===== src/rtl/muldiv_pkg.sv =====
// Shared funct codes, FSM state and HI/LO write/read select encodings for the
// multiply/divide sequencer.
package muldiv_pkg;

  localparam logic [5:0] FN_MULTU = 6'b011001;
  localparam logic [5:0] FN_DIVU  = 6'b011011;
  localparam logic [5:0] FN_MFHI  = 6'b010000;
  localparam logic [5:0] FN_MTHI  = 6'b010001;
  localparam logic [5:0] FN_MFLO  = 6'b010010;
  localparam logic [5:0] FN_MTLO  = 6'b010011;

  localparam logic OP_MUL = 1'b0;
  localparam logic OP_DIV = 1'b1;

  typedef enum logic [1:0] {
    ST_IDLE,
    ST_LAUNCH,
    ST_RUN
  } state_e;

  typedef enum logic [2:0] {
    WR_NONE,
    WR_UNIT,
    WR_MTHI,
    WR_MTLO,
    WR_DIVZ
  } hilo_wr_e;

  typedef enum logic [1:0] {
    RD_NONE,
    RD_HI,
    RD_LO
  } hilo_rd_e;

  // Any of the six funct codes that touch the unit or HI/LO.
  function automatic logic is_hilo_fn(logic [5:0] f);
    return (f == FN_MULTU) || (f == FN_DIVU) || (f == FN_MFHI) ||
           (f == FN_MTHI)  || (f == FN_MFLO) || (f == FN_MTLO);
  endfunction

endpackage


===== src/rtl/muldiv_ctrl_if.sv =====
// Launch/completion handshake between the sequencer (master) and the iterative
// multiply/divide unit (slave).
interface muldiv_ctrl_if #(
  parameter int unsigned DW = 32
);
  logic          unit_start;
  logic          unit_op;
  logic [DW-1:0] unit_a;
  logic [DW-1:0] unit_b;
  logic          unit_done;
  logic [DW-1:0] unit_hi;
  logic [DW-1:0] unit_lo;

  modport master (
    output unit_start, unit_op, unit_a, unit_b,
    input  unit_done, unit_hi, unit_lo
  );

  modport slave (
    input  unit_start, unit_op, unit_a, unit_b,
    output unit_done, unit_hi, unit_lo
  );
endinterface


===== src/rtl/hilo_regfile.sv =====
// HI/LO architectural registers: write-select mux (unit result, MTHI/MTLO,
// divide-by-zero) and the MFHI/MFLO read mux with optional result bypass.
module hilo_regfile
  import muldiv_pkg::*;
#(
  parameter int unsigned DW = 32
) (
  input  logic          clk_i,
  input  logic          rst_ni,
  input  hilo_wr_e      wr_sel_i,
  input  logic [DW-1:0] src_a_i,
  input  logic [DW-1:0] res_hi_i,
  input  logic [DW-1:0] res_lo_i,
  input  hilo_rd_e      rd_sel_i,
  input  logic          rd_byp_i,
  output logic [DW-1:0] rd_data_o
);

  logic [DW-1:0] hi_q, hi_d;
  logic [DW-1:0] lo_q, lo_d;

  always_comb begin
    hi_d = hi_q;
    lo_d = lo_q;
    unique case (wr_sel_i)
      WR_NONE: ;
      WR_UNIT: begin
        hi_d = res_hi_i;
        lo_d = res_lo_i;
      end
      WR_MTHI: hi_d = src_a_i;
      WR_MTLO: lo_d = src_a_i;
      // Divide by zero: remainder is the dividend, quotient saturates.
      WR_DIVZ: begin
        hi_d = src_a_i;
        lo_d = '1;
      end
      default: ;
    endcase
  end

  always_ff @(posedge clk_i or negedge rst_ni) begin
    if (!rst_ni) begin
      hi_q <= '0;
      lo_q <= '0;
    end else begin
      hi_q <= hi_d;
      lo_q <= lo_d;
    end
  end

  always_comb begin
    rd_data_o = '0;
    unique case (rd_sel_i)
      RD_NONE: ;
      RD_HI:   rd_data_o = rd_byp_i ? res_hi_i : hi_q;
      RD_LO:   rd_data_o = rd_byp_i ? res_lo_i : lo_q;
      default: ;
    endcase
  end

endmodule


===== src/rtl/muldiv_ctrl.sv =====
// EX-stage sequencer for the iterative multiply/divide unit; owns HI/LO.
// Optional macro HILO_FWD_EN: forward the unit result to MFHI/MFLO in the done cycle.
module muldiv_ctrl
  import muldiv_pkg::*;
#(
  parameter int unsigned DW      = 32,
  parameter int unsigned TIMEOUT = 40,
  parameter int unsigned CW      = 6
) (
  input  logic          clk,
  input  logic          reset,
  input  logic          issue_valid,
  input  logic [5:0]    funct,
  input  logic [DW-1:0] src_a,
  input  logic [DW-1:0] src_b,
  output logic          stall,
  output logic [DW-1:0] rd_data,
  output logic          busy,
  output logic          timeout_err,
  muldiv_ctrl_if.master unit
);

`ifdef HILO_FWD_EN
  localparam bit FwdEn = 1'b1;
`else
  localparam bit FwdEn = 1'b0;
`endif

  state_e        state_q, state_d;
  logic          op_q, op_d;
  logic [DW-1:0] a_q, a_d;
  logic [DW-1:0] b_q, b_d;
  logic [CW-1:0] cnt_q, cnt_d;
  logic          timeout_q, timeout_d;

  hilo_wr_e      wr_sel;
  hilo_rd_e      rd_sel;
  logic          done_fire;
  logic          rd_byp;
  logic          fwd_rd;

  assign busy            = (state_q != ST_IDLE);
  assign timeout_err     = timeout_q;
  assign unit.unit_start = (state_q == ST_LAUNCH);
  assign unit.unit_op    = op_q;
  assign unit.unit_a     = a_q;
  assign unit.unit_b     = b_q;

  // Done only counts while a unit op is actually in flight.
  assign done_fire = (state_q == ST_RUN) && unit.unit_done;
  assign rd_byp    = FwdEn && done_fire;
  assign fwd_rd    = rd_byp && issue_valid && ((funct == FN_MFHI) || (funct == FN_MFLO));
  assign stall     = issue_valid && is_hilo_fn(funct) && busy && !fwd_rd;

  always_comb begin
    rd_sel = RD_NONE;
    if (funct == FN_MFHI) begin
      rd_sel = RD_HI;
    end else if (funct == FN_MFLO) begin
      rd_sel = RD_LO;
    end
  end

  always_comb begin
    state_d   = state_q;
    op_d      = op_q;
    a_d       = a_q;
    b_d       = b_q;
    cnt_d     = cnt_q;
    timeout_d = timeout_q;
    wr_sel    = WR_NONE;
    unique case (state_q)
      ST_IDLE: begin
        if (issue_valid) begin
          case (funct)
            FN_MULTU: begin
              op_d    = OP_MUL;
              a_d     = src_a;
              b_d     = src_b;
              state_d = ST_LAUNCH;
            end
            FN_DIVU: begin
              if (src_b != '0) begin
                op_d    = OP_DIV;
                a_d     = src_a;
                b_d     = src_b;
                state_d = ST_LAUNCH;
              end else begin
                wr_sel = WR_DIVZ;
              end
            end
            FN_MTHI: wr_sel = WR_MTHI;
            FN_MTLO: wr_sel = WR_MTLO;
            default: ;
          endcase
        end
      end
      ST_LAUNCH: begin
        cnt_d   = '0;
        state_d = ST_RUN;
      end
      ST_RUN: begin
        if (unit.unit_done) begin
          wr_sel  = WR_UNIT;
          state_d = ST_IDLE;
        end else if (cnt_q == CW'(TIMEOUT - 1)) begin
          // Unit hung: abandon the op, leave HI/LO untouched.
          timeout_d = 1'b1;
          state_d   = ST_IDLE;
        end else begin
          cnt_d = cnt_q + CW'(1);
        end
      end
      default: state_d = ST_IDLE;
    endcase
  end

  always_ff @(posedge clk or negedge reset) begin
    if (!reset) begin
      state_q   <= ST_IDLE;
      op_q      <= OP_MUL;
      a_q       <= '0;
      b_q       <= '0;
      cnt_q     <= '0;
      timeout_q <= 1'b0;
    end else begin
      state_q   <= state_d;
      op_q      <= op_d;
      a_q       <= a_d;
      b_q       <= b_d;
      cnt_q     <= cnt_d;
      timeout_q <= timeout_d;
    end
  end

  hilo_regfile #(
    .DW (DW)
  ) u_hilo (
    .clk_i     (clk),
    .rst_ni    (reset),
    .wr_sel_i  (wr_sel),
    .src_a_i   (src_a),
    .res_hi_i  (unit.unit_hi),
    .res_lo_i  (unit.unit_lo),
    .rd_sel_i  (rd_sel),
    .rd_byp_i  (rd_byp),
    .rd_data_o (rd_data)
  );

endmodule


===== src/flat_wrapper.sv =====
// flat-port wrapper written by rule: the top's interface ports become plain ports
module muldiv_ctrl_flat import muldiv_pkg::*;
#(
  parameter int unsigned DW      = 32,
  parameter int unsigned TIMEOUT = 40,
  parameter int unsigned CW      = 6
)
  (clk, reset, issue_valid, funct, src_a, src_b, stall, rd_data, busy, timeout_err, unit_unit_start, unit_unit_op, unit_unit_a, unit_unit_b, unit_unit_done, unit_unit_hi, unit_unit_lo);
  muldiv_ctrl_if #(.DW(DW)) unit_i ();
  input  logic clk;
  input  logic reset;
  input  logic issue_valid;
  input  logic [5:0] funct;
  input  logic [DW-1:0] src_a;
  input  logic [DW-1:0] src_b;
  output logic stall;
  output logic [DW-1:0] rd_data;
  output logic busy;
  output logic timeout_err;
  output wire logic [$bits(unit_i.unit_start)-1:0] unit_unit_start;
  output wire logic [$bits(unit_i.unit_op)-1:0] unit_unit_op;
  output wire logic [$bits(unit_i.unit_a)-1:0] unit_unit_a;
  output wire logic [$bits(unit_i.unit_b)-1:0] unit_unit_b;
  input wire logic [$bits(unit_i.unit_done)-1:0] unit_unit_done;
  input wire logic [$bits(unit_i.unit_hi)-1:0] unit_unit_hi;
  input wire logic [$bits(unit_i.unit_lo)-1:0] unit_unit_lo;
  assign unit_unit_start = unit_i.unit_start;
  assign unit_unit_op = unit_i.unit_op;
  assign unit_unit_a = unit_i.unit_a;
  assign unit_unit_b = unit_i.unit_b;
  assign unit_i.unit_done = unit_unit_done;
  assign unit_i.unit_hi = unit_unit_hi;
  assign unit_i.unit_lo = unit_unit_lo;
  muldiv_ctrl #(.DW(DW), .TIMEOUT(TIMEOUT), .CW(CW)) u_core (.clk(clk), .reset(reset), .issue_valid(issue_valid), .funct(funct), .src_a(src_a), .src_b(src_b), .stall(stall), .rd_data(rd_data), .busy(busy), .timeout_err(timeout_err), .unit(unit_i));
endmodule

===== config.mk =====
export PLATFORM = sky130hd
export DESIGN_NAME = muldiv_ctrl_flat
export DESIGN_NICKNAME = d
export VERILOG_FILES = /design/src/rtl/muldiv_pkg.sv /design/src/rtl/muldiv_ctrl_if.sv /design/src/rtl/hilo_regfile.sv /design/src/rtl/muldiv_ctrl.sv /design/src/flat_wrapper.sv
export SDC_FILE = /design/constraint.sdc
export NUM_CORES = 1
export LEC_CHECK = 0
export ABC_AREA = 0
export CAP_MARGIN = 10
export CORE_MARGIN = 2
export CORE_UTILIZATION = 48
export CTS_BUF_LIST = sky130_fd_sc_hd__clkbuf_2
export DETAILED_ROUTE_END_ITERATION = 10
export PLACE_DENSITY_LB_ADDON = 0.1
export SETUP_SLACK_MARGIN = 0.1
export SYNTH_ARGS = -nofsm -noshare
export SYNTH_HDL_FRONTEND = slang
export SYNTH_SLANG_ARGS = --single-unit

===== constraint.sdc =====
create_clock -name clk -period 2.4 [get_ports clk]
set_input_delay 0.48 -clock clk [delete_from_list [all_inputs] [get_ports clk]]
set_output_delay 0.48 -clock clk [all_outputs]
set_load 0.01 [all_outputs]

# Word-level counts from Yosys, hierarchy flattened
# Cells that the tools add are included.
# classes
bitwise,1
n_mux,25
n_addsub,1
reduce_logical,19
eq_ne,22
# op_table
operator,count
$pmux 32 s2,4
$pmux 32 s3,1
$mux 32,2
$eq 6x5->1 const B,6
$reduce_bool 32->1,1
$mux 2,6
$mux 6,2
$pmux 6 s2,1
$pmux 3 s3,1
$ne 2x2->1 const B,4
$reduce_and 4->1,2
$reduce_bool 2->1,4
$add 6x1->6 const B,1
$eq 3x2->1 const B,2
$eq 6x6->1 const B,1
$mux 3,2
$ne 3x3->1 const B,2
$pmux 2 s3,1
$pmux 3 s2,1
$reduce_and 3->1,2
$logic_or 1x1->1,5
$eq 2x1->1 const B,2
$eq 2x2->1 const B,2
$pmux 2 s2,1
other kinds (10),12
# word_totals
word_cells,76
ff_bits,138
output_inout_bits,101
input_bits,138

# Logic depth before layout (Yosys ltp)
# Gate-level depths: netlist (run 1).
# logic_depth
depth_word,8
depth_mapped,9
depth_no_buf,5

# By module
# A second synthesis (run 1) with hierarchy kept.
# unflattened
hier_cells,654
area_unflattened_um2,7762.4
# modules_own_cells
mod,n_inst,seq_area_each_um2,area_each_um2,cells_per_inst
hilo_regfile,1,1601.5,4400.5,438
muldiv_ctrl,1,1851.8,3362.0,216

# Worst setup path before layout (run 1)
# No wires, ideal clock.
# synth_path
kind,input to output
from,input funct[1]
to,output rd_data[10]
arrival_ns,1.633
slack_ns,0.287
path_buffers,3
required_ns,1.920
path_stages,5
path_cell_list,clkbuf_1 buf_1 buf_2 mux2i_1 nor2_1
# synth_between
elab_chain_len,5
word_cells_on_any_way,7
classes_between,eq/ne: 4; mux: 3
# synth_rtl
item,line_no,source
from (decl),flat_wrapper.sv:13,input logic [5:0] funct;
$eq 6x5->1,-,
$mux 2,muldiv_ctrl.sv:59,end else if (funct == FN_MFLO) begin
$mux 2 *,muldiv_ctrl.sv:57,if (funct == FN_MFHI) begin
$eq 2x2->1 / $eq 2x1->1 (equally long branches),hilo_regfile.sv:54,unique case (rd_sel_i)
$pmux 32 s2 *,hilo_regfile.sv:54,
to (decl),flat_wrapper.sv:17,output logic [DW-1:0] rd_data;
# Every way passes the cells marked *; elsewhere a longest branch is shown, timed or not.

# Final worst setup path (run 1)
# layout_path
from,input funct[3]
to,output rd_data[3]
# The elaborated chain is that of the path after synthesis.

==> results of run 1 <==
-- power breakdown --
| group | total, mW | switching [mW] | internal (mW) | leakage (nW) |
|---|---|---|---|---|
| logic | 1.62 | 0.666 | 0.953 | 2.89 |
| clock network | 1.52 | 0.919 | 0.600 | 0.151 |
| registers | 2.97 | 0.242 | 2.73 | 1.78 |
| total | 6.11 | 1.83 | 4.28 | 4.81 |
-- cell usage in the layout (no fill, tap or decap), types with 6 or more instances in the layout --
| cell type | n |
|---|---|
| buf_12 | 8 |
| a31oi_1 | 32 |
| clkbuf_2 | 30 |
| mux2_2 | 15 |
| inv_1 | 7 |
| nand4_1 | 6 |
| a211oi_1 | 32 |
| nor4_1 | 9 |
| nor2_1 | 103 |
| o22ai_1 | 35 |
| nand2_1 | 98 |
| buf_4 | 30 |
| dfrtp_1 | 137 |
| nand3_1 | 33 |
| clkdlybuf4s15_1 | 7 |
| mux2_1 | 49 |
| dlygate4sd2_1 | 16 |
| mux2i_1 | 63 |
| o31ai_1 | 32 |
| clkdlybuf4s50_1 | 199 |
-- cell type report --
class / instances / area, µm² / share of cell area
inverter: 7 / 26.3 / 0.00256
clock buffer: 19 / 95.1 / 0.00925
antenna: 1 / 2.50 / 0.000244
timing repair buffer: 278 / 2720 / 0.265
clock inverter: 13 / 170 / 0.0166
sequential: 138 / 3450 / 0.336
tap: 188 / 235 / 0.0229
multi-input combinational: 543 / 3570 / 0.348
-- layer usage --
metal / up-vias / share of wire
met5: - / 0
met4: 0 / 0.022
met3: 51 / 0.086
met2: 346 / 0.49
met1: 3453 / 0.40
li1: 3205 / -
-- critical path: cells and delay by family --
kind                   cells  cell delay (ns)
buffers and inverters      3             0.88
AND/OR/NAND/NOR            3             0.43
-- path summary, 6_finish.rpt --
path / endpoint / slack, ns / cells after the start
min in group asynchronous: u_core.unit.unit_a[29] / 0.26 / 2
hold reg to reg: u_core.timeout_err / 0.51 / 2
max in group asynchronous: u_core.unit.unit_b[20] / 1.36 / 3
hold / removal: u_core.u_hilo.hi_q[26] / 0.21 / 2
setup / recovery: rd_data[3] / 0.12 / 6
setup reg to reg: u_core.u_hilo.hi_q[18] / 0.43 / 6
-- flip-flops by register name, summed over array words and instances, names as in the netlist --
register / count
u_core.cnt_q: 6
u_core.unit.unit_op: 1
u_core.unit.unit_a: 32
u_core.timeout_err: 1
u_core.u_hilo.lo_q: 32
u_core.u_hilo.hi_q: 32
u_core.state_q: 2
u_core.unit.unit_b: 32
-- kinds of logic (layout without fill, tap and decap cells) --
logic type / after synthesis / count (layout) / synth area share
compound gates: 144 / 144 / 0.136
xor+xnor: 2 / 2 / 0.00239
fa+ha+maj: 1 / 1 / 0.00171
buf+inv: 69 / 317 / 0.0467
flops: 138 / 138 / 0.472
mux: 128 / 128 / 0.186
other cells: 0 / 1 / 0
simple gates: 268 / 268 / 0.155
-- what timing repair did --
item,CTS,global route
pin swaps,1,0
setup buffers,1,0
hold buffers,1,0
gates cloned,0,0
gates resized for setup,46,32
hold endpoints to repair,58,0
setup endpoints to repair,35,34
==> summary.txt, run 1 <==
Run status
  – Status: completed

Final layout
  – Area Overhead vs Synth: 40.3%
  – Non-Filler Instances: 1187
  – Layout cell share with drive strength beyond 1: 0.113
  – Util after Layout: 0.683
  – Post-route cell area: ~10000 µm²
  – Layout fillers: 1155
  – Nets: 1124

Synth
  – Syn Inst Count: 750
  – Post-synth EDFFs: 0
  – Mean Syn Cell Area: between 9 and 10 µm²
  – Most instantiated cells after synthesis: dfrtp_1, nor2_1, nand2_1
  – Synth top area share: 0.472
  – Syn_nets: around 900
  – FFs w/ async S/R, synth: 1.00
  – Register bit total from synthesis: 138
  – Syn. warnings: 0
  – Synth area leader: dfrtp_1
  – Synth Flop Type: dfrtp_1
  – Yosys cell types: between 40 and 50
  – Netlist Area Pre-Place: between 7000 and 8000 µm²
  – Area contributors post-synth: dfrtp_1, mux2i_1, mux2_1, nor2_1, nand2_1
  – Count leader, synth: dfrtp_1
  – Sequential share of the synthesized area: 0.472

Detailed routing
  – Final WL: roughly 23000 µm
  – Initial DRC count: between 500 and 600
  – WL/cell: 19.5 µm
  – DR pass1 iterations: 7
  – Vias/cell: a little under 6
  – Vias post-DR: between 7000 and 8000
  – Post-route ant nets: 0
  – DRC viols: 0

Setup path
  – CP max-delay cell: clkdlybuf4s50_1
  – Worst Path Max Fanout: 15
  – Slowest stage delay, CP: 0.44 ns
  – Cell mode on critical path: nor2_1
  – CP cell instances: clkdlybuf4s50_1 -> nor2_1 -> nand3_2 -> buf_6 -> nor2_1 -> clkdlybuf4s15_1
  – Critical path class: primary input to output pin
  – CP startpoint kind: primary input
  – CP required: roughly 1.9 ns
  – Crit path capture type: output pin
  – Data arrival, critical path: about 1.8 ns
  – Reg2reg start: u_core.state_q[1]
  – CP startpoint: funct[3]

Place
  – Placed Instances: 1152
  – Final HPWL DP: ~16000 µm
  – Gpl congestion: roughly 0.80
  – Dpl ws: -0.328 ns
  – # port buffers: approximately 240
  – Post-place instance area: 10000 µm²

Global routing
  – Grt met3 use: 0.0863
  – Largest net degree at the start of global routing: 62
  – Grt total ovfl: 0
  – Initial antenna violation count: 1
  – First-pass GRT wire length: roughly 37000 µm
  – Vias in the first global route: 7227
  – Grt met2 use: 0.479
  – Gr usage total: 0.286
  – Global Route met1 Usage: 0.347
  – Top Usage Layer GRT: met2

Die
  – Initial Utilization: 0.487
  – Die Y: approximately 130 µm
  – Die area: between 15000 and 20000 µm²
  – IO Count: approximately 240
  – Die X: roughly 130 µm
  – Core Area: between 15000 and 20000 µm²
  – Row cnt: 45

Pwr
  – Pwr Total: between 6 and 7 mW
  – Peak supply drop: 0.441 mV
  – Lkg Pwr: approximately 4.8 nW
  – Pwr dens: a little under 600 nW/µm²

Clock tree
  – H-tree depth: 4
  – Worst-case clock buffer depth: 2
  – CTS buffer count: 17
  – CTS tree: done
  – Worst-Skew Late Latency: 0.72 ns
  – Reg clk slew, reported paths: 0.23 ns
  – Root Driver: clkbuf_2
  – Clk sinks: around 140

Timing
  – Setup TNS: 0 ns
  – Final WS setup: ~0.12 ns
  – Clk_skew: around 0.019 ns
  – F_max: between 0.4 and 0.5 GHz
  – RSZ-0062 raised after global routing: yes
  – # setup viols final: 0
  – Final worst path period share: 0.948
  – Worst Max-Slew Pin Slew: 0.825 ns
  – Tmin final: about 2.3 ns
  – Slew Limit Headroom: 0.450
  – Final number of max-transition violations: 0
  – Hold Violations, Final: 0
  – Final hold slack: about 0.21 ns

Worst hold path
  – Worst hold start: funct[1]
  – Hold crit path type: primary input to flop

Job
  – # Max-Cap Violations: 0
(Power assumes the default switching activity.)
==> run 2, diff against run 1 <==
Settings changed: SKIP_LAST_GASP set to 1, SLEW_MARGIN set to 20.
==> run 2 against run 1 <==
- worst hold slack improved by 0.0058 ns
- highest routed layer unchanged
- via count rose by 0.77%
- cell count unchanged
- final area about the same
- sequential cell count unchanged
- non-clock buffer count did not move
- wire length fell by 0.16%
- largest power group unchanged
- first-iteration DRC count increased by 2.9%
- clock power is essentially flat
- count of clock-buffer cells in the layout did not move
- global-route usage stayed put
==> summary.txt, run 2 (synthesis gave the netlist of run 1 again) <==
Clock tree
  – Clk sinks: 138 (unchanged)
  – H-tree depth: 4 (unchanged)
  – CTS buffer count: 17 (unchanged)
  – Root Driver: clkbuf_2
  – Worst-case clock buffer depth: 2 (unchanged)
  – CTS tree: done
  – Worst-Skew Late Latency: 0.72 ns (about the same)
  – Reg clk slew, reported paths: 0.21 ns (-0.02 ns)

Final layout
  – Nets: 1124 (unchanged)
  – Area Overhead vs Synth: 40.2% (about the same)
  – Commonest non-fill, non-tap cell in the layout: clkdlybuf4s50_1
  – Most frequent cells in the layout: clkdlybuf4s50_1, dfrtp_1, nor2_1
  – Layout cell share with drive strength beyond 1: 0.114 (+0.00100)
  – Layout fillers: 1158 (+0.26%)

Global routing
  – Vias in the first global route: 7227 (unchanged)
  – Grt total ovfl: 0 (unchanged)
  – Initial antenna violation count: 1 (unchanged)
  – First-pass GRT wire length: 36600 µm (unchanged)
  – Largest net degree at the start of global routing: 62 (unchanged)
  – Gr usage total: 0.286 (unchanged)

Setup path
  – CP required: 1.92 ns (about the same)
  – Worst Path Max Fanout: 15 (unchanged)
  – Critical path class: primary input to output pin
  – Data arrival, critical path: 1.78 ns (-0.02 ns)
  – Reg2reg start: u_core.state_q[1]
  – Reg2Reg Depth: 6 (unchanged)
  – R2R Path End: u_core.u_hilo.hi_q[18]
  – Crit path capture type: output pin
  – R2R Setup Slk: 0.46 ns (+0.03 ns)
  – CP startpoint kind: primary input

Timing
  – Slew Limit Headroom: 0.447 (-0.00300)
  – Clk_skew: 0.0123 ns (-0.00631 ns)
  – # setup viols final: 0 (unchanged)
  – F_max: 0.443 GHz (+0.90%)
  – Tmin final: 2.26 ns (-0.0202 ns)
  – Setup TNS: 0 ns (unchanged)
  – RSZ-0062 raised after global routing: yes
  – Worst Max-Slew Pin Slew: 0.830 ns (+0.00450 ns)
  – Final hold slack: 0.218 ns (+0.00580 ns)
  – Final number of max-transition violations: 0 (unchanged)
  – Hold Violations, Final: 0 (unchanged)
  – Final worst path period share: 0.940 (-0.00843)

Die
  – Die area: 16300 µm² (unchanged)
  – Initial Utilization: 0.487 (unchanged)
  – Core Area: 15000 µm² (unchanged)
  – IO Count: 239 (unchanged)
  – Row cnt: 45 (unchanged)
  – Die Y: 128 µm (unchanged)
  – Die X: 128 µm (unchanged)

Detailed routing
  – Post-route ant nets: 0 (unchanged)
  – Vias post-DR: 7109 (+0.77%)
  – Initial DRC count: 598 (+2.9%)
  – DRC viols: 0 (unchanged)
  – WL/cell: 19.4 µm (-0.16%)
  – Vias/cell: 5.99 (+0.77%)
  – DR pass1 iterations: 5 (-2)
  – Final WL: 23100 µm (-0.16%)

Worst hold path
  – Worst Hold Path EP: u_core.u_hilo.hi_q[26]
  – Hold crit path type: primary input to flop
  – Hold depth: 2 (unchanged)
  – Worst hold start: funct[1]

Pwr
  – Pwr dens: 595 nW/µm² (about the same)
  – Peak supply drop: 0.440 mV (-0.10%)
  – Lkg Pwr: 4.81 nW (about the same)

Place
  – # port buffers: 238 (unchanged)
  – Final HPWL DP: 15900 µm (unchanged)
  – Gpl congestion: 0.802 (unchanged)

Run status
  – Status: completed

Job
  – # Max-Cap Violations: 0 (unchanged)
## run 2: changes by cell type in the layout (fill, tap and decap cells not counted), sizes merged
cell and change:
clkbuf +2, buf -1, clkdlybuf4s15 -1
## run 2: area by class of cell
cell class | instances | area (µm²) | area share
timing repair buffer | 278 | 2720 | 0.265
clock buffer | 19 | 95.1 | 0.00926
sequential | 138 | 3450 | 0.337
tap | 188 | 235 | 0.0229
clock inverter | 13 | 170 | 0.0166
multi-input combinational | 543 | 3570 | 0.347
inverter | 7 | 26.3 | 0.00256
antenna | 1 | 2.50 | 0.000244
## run 2: worst max-delay path by stage
stage                              to               from  depth (start not counted)  slack, ns
2_1_floorplan             rd_data[10]           funct[1]                          5       0.29
3_3_place_gp   u_core.u_hilo.hi_q[26]          src_b[17]                          7      -0.24
3_5_place_dp   u_core.u_hilo.hi_q[20]          src_b[17]                          7      -0.33
4_1_cts                         stall  u_core.state_q[1]                          4      -0.01
5_1_grt                    rd_data[0]           funct[3]                          6       0.07
6_report                  rd_data[27]           funct[3]                          6       0.14
## run 2: worst max-delay path, cell delays in order
cell and delay, ns:
clkdlybuf4s50_1 0.44, nor2_1 0.14, nand3_2 0.12, buf_6 0.18
nor2_1 0.12, dlygate4sd2_1 0.27
## run 2: power breakdown
| part | internal (mW) | switching [mW] |
|---|---|---|
| clock | 0.600 | 0.918 |
| combinational | 0.953 | 0.666 |
| sequential | 2.73 | 0.242 |
## run 2: per-stage QoR
| step | instances | util | power, mW | worst slack [ns] | area [µm²] |
|---|---|---|---|---|---|
| finish | 1187 | 0.683 | 6.11 | 0.144 | 10300 |
| global route | 1187 | 0.683 | 6.43 | 0.0688 | 10300 |
| CTS | 1186 | 0.684 | 6.15 | -0.0108 | 10300 |
| detailed placement | 1152 | 0.667 | 4.64 | -0.328 | 10000 |
| global placement | 1152 | 0.667 | 4.57 | -0.243 | 10000 |
| floorplan | 750 | - | 3.66 | 0.287 | 7320 |
## run 2: per-layer routing
metal | GRT usage | share of wire | vias to the layer above
met5 | 0 | 0 | -
met4 | 0.111 | 0.023 | 0
met3 | 0.0863 | 0.086 | 55
met2 | 0.479 | 0.49 | 377
met1 | 0.347 | 0.40 | 3464
li1 | - | - | 3213
## run 2: repair_timing
item                                   in CTS  in global routing
setup endpoints to repair                  35                 35
pin swaps                                   1                  0
hold buffers                                1                  0
gates resized for setup                    42                 35
endpoints found under the hold margin      58                  0
setup buffers                               1                  0
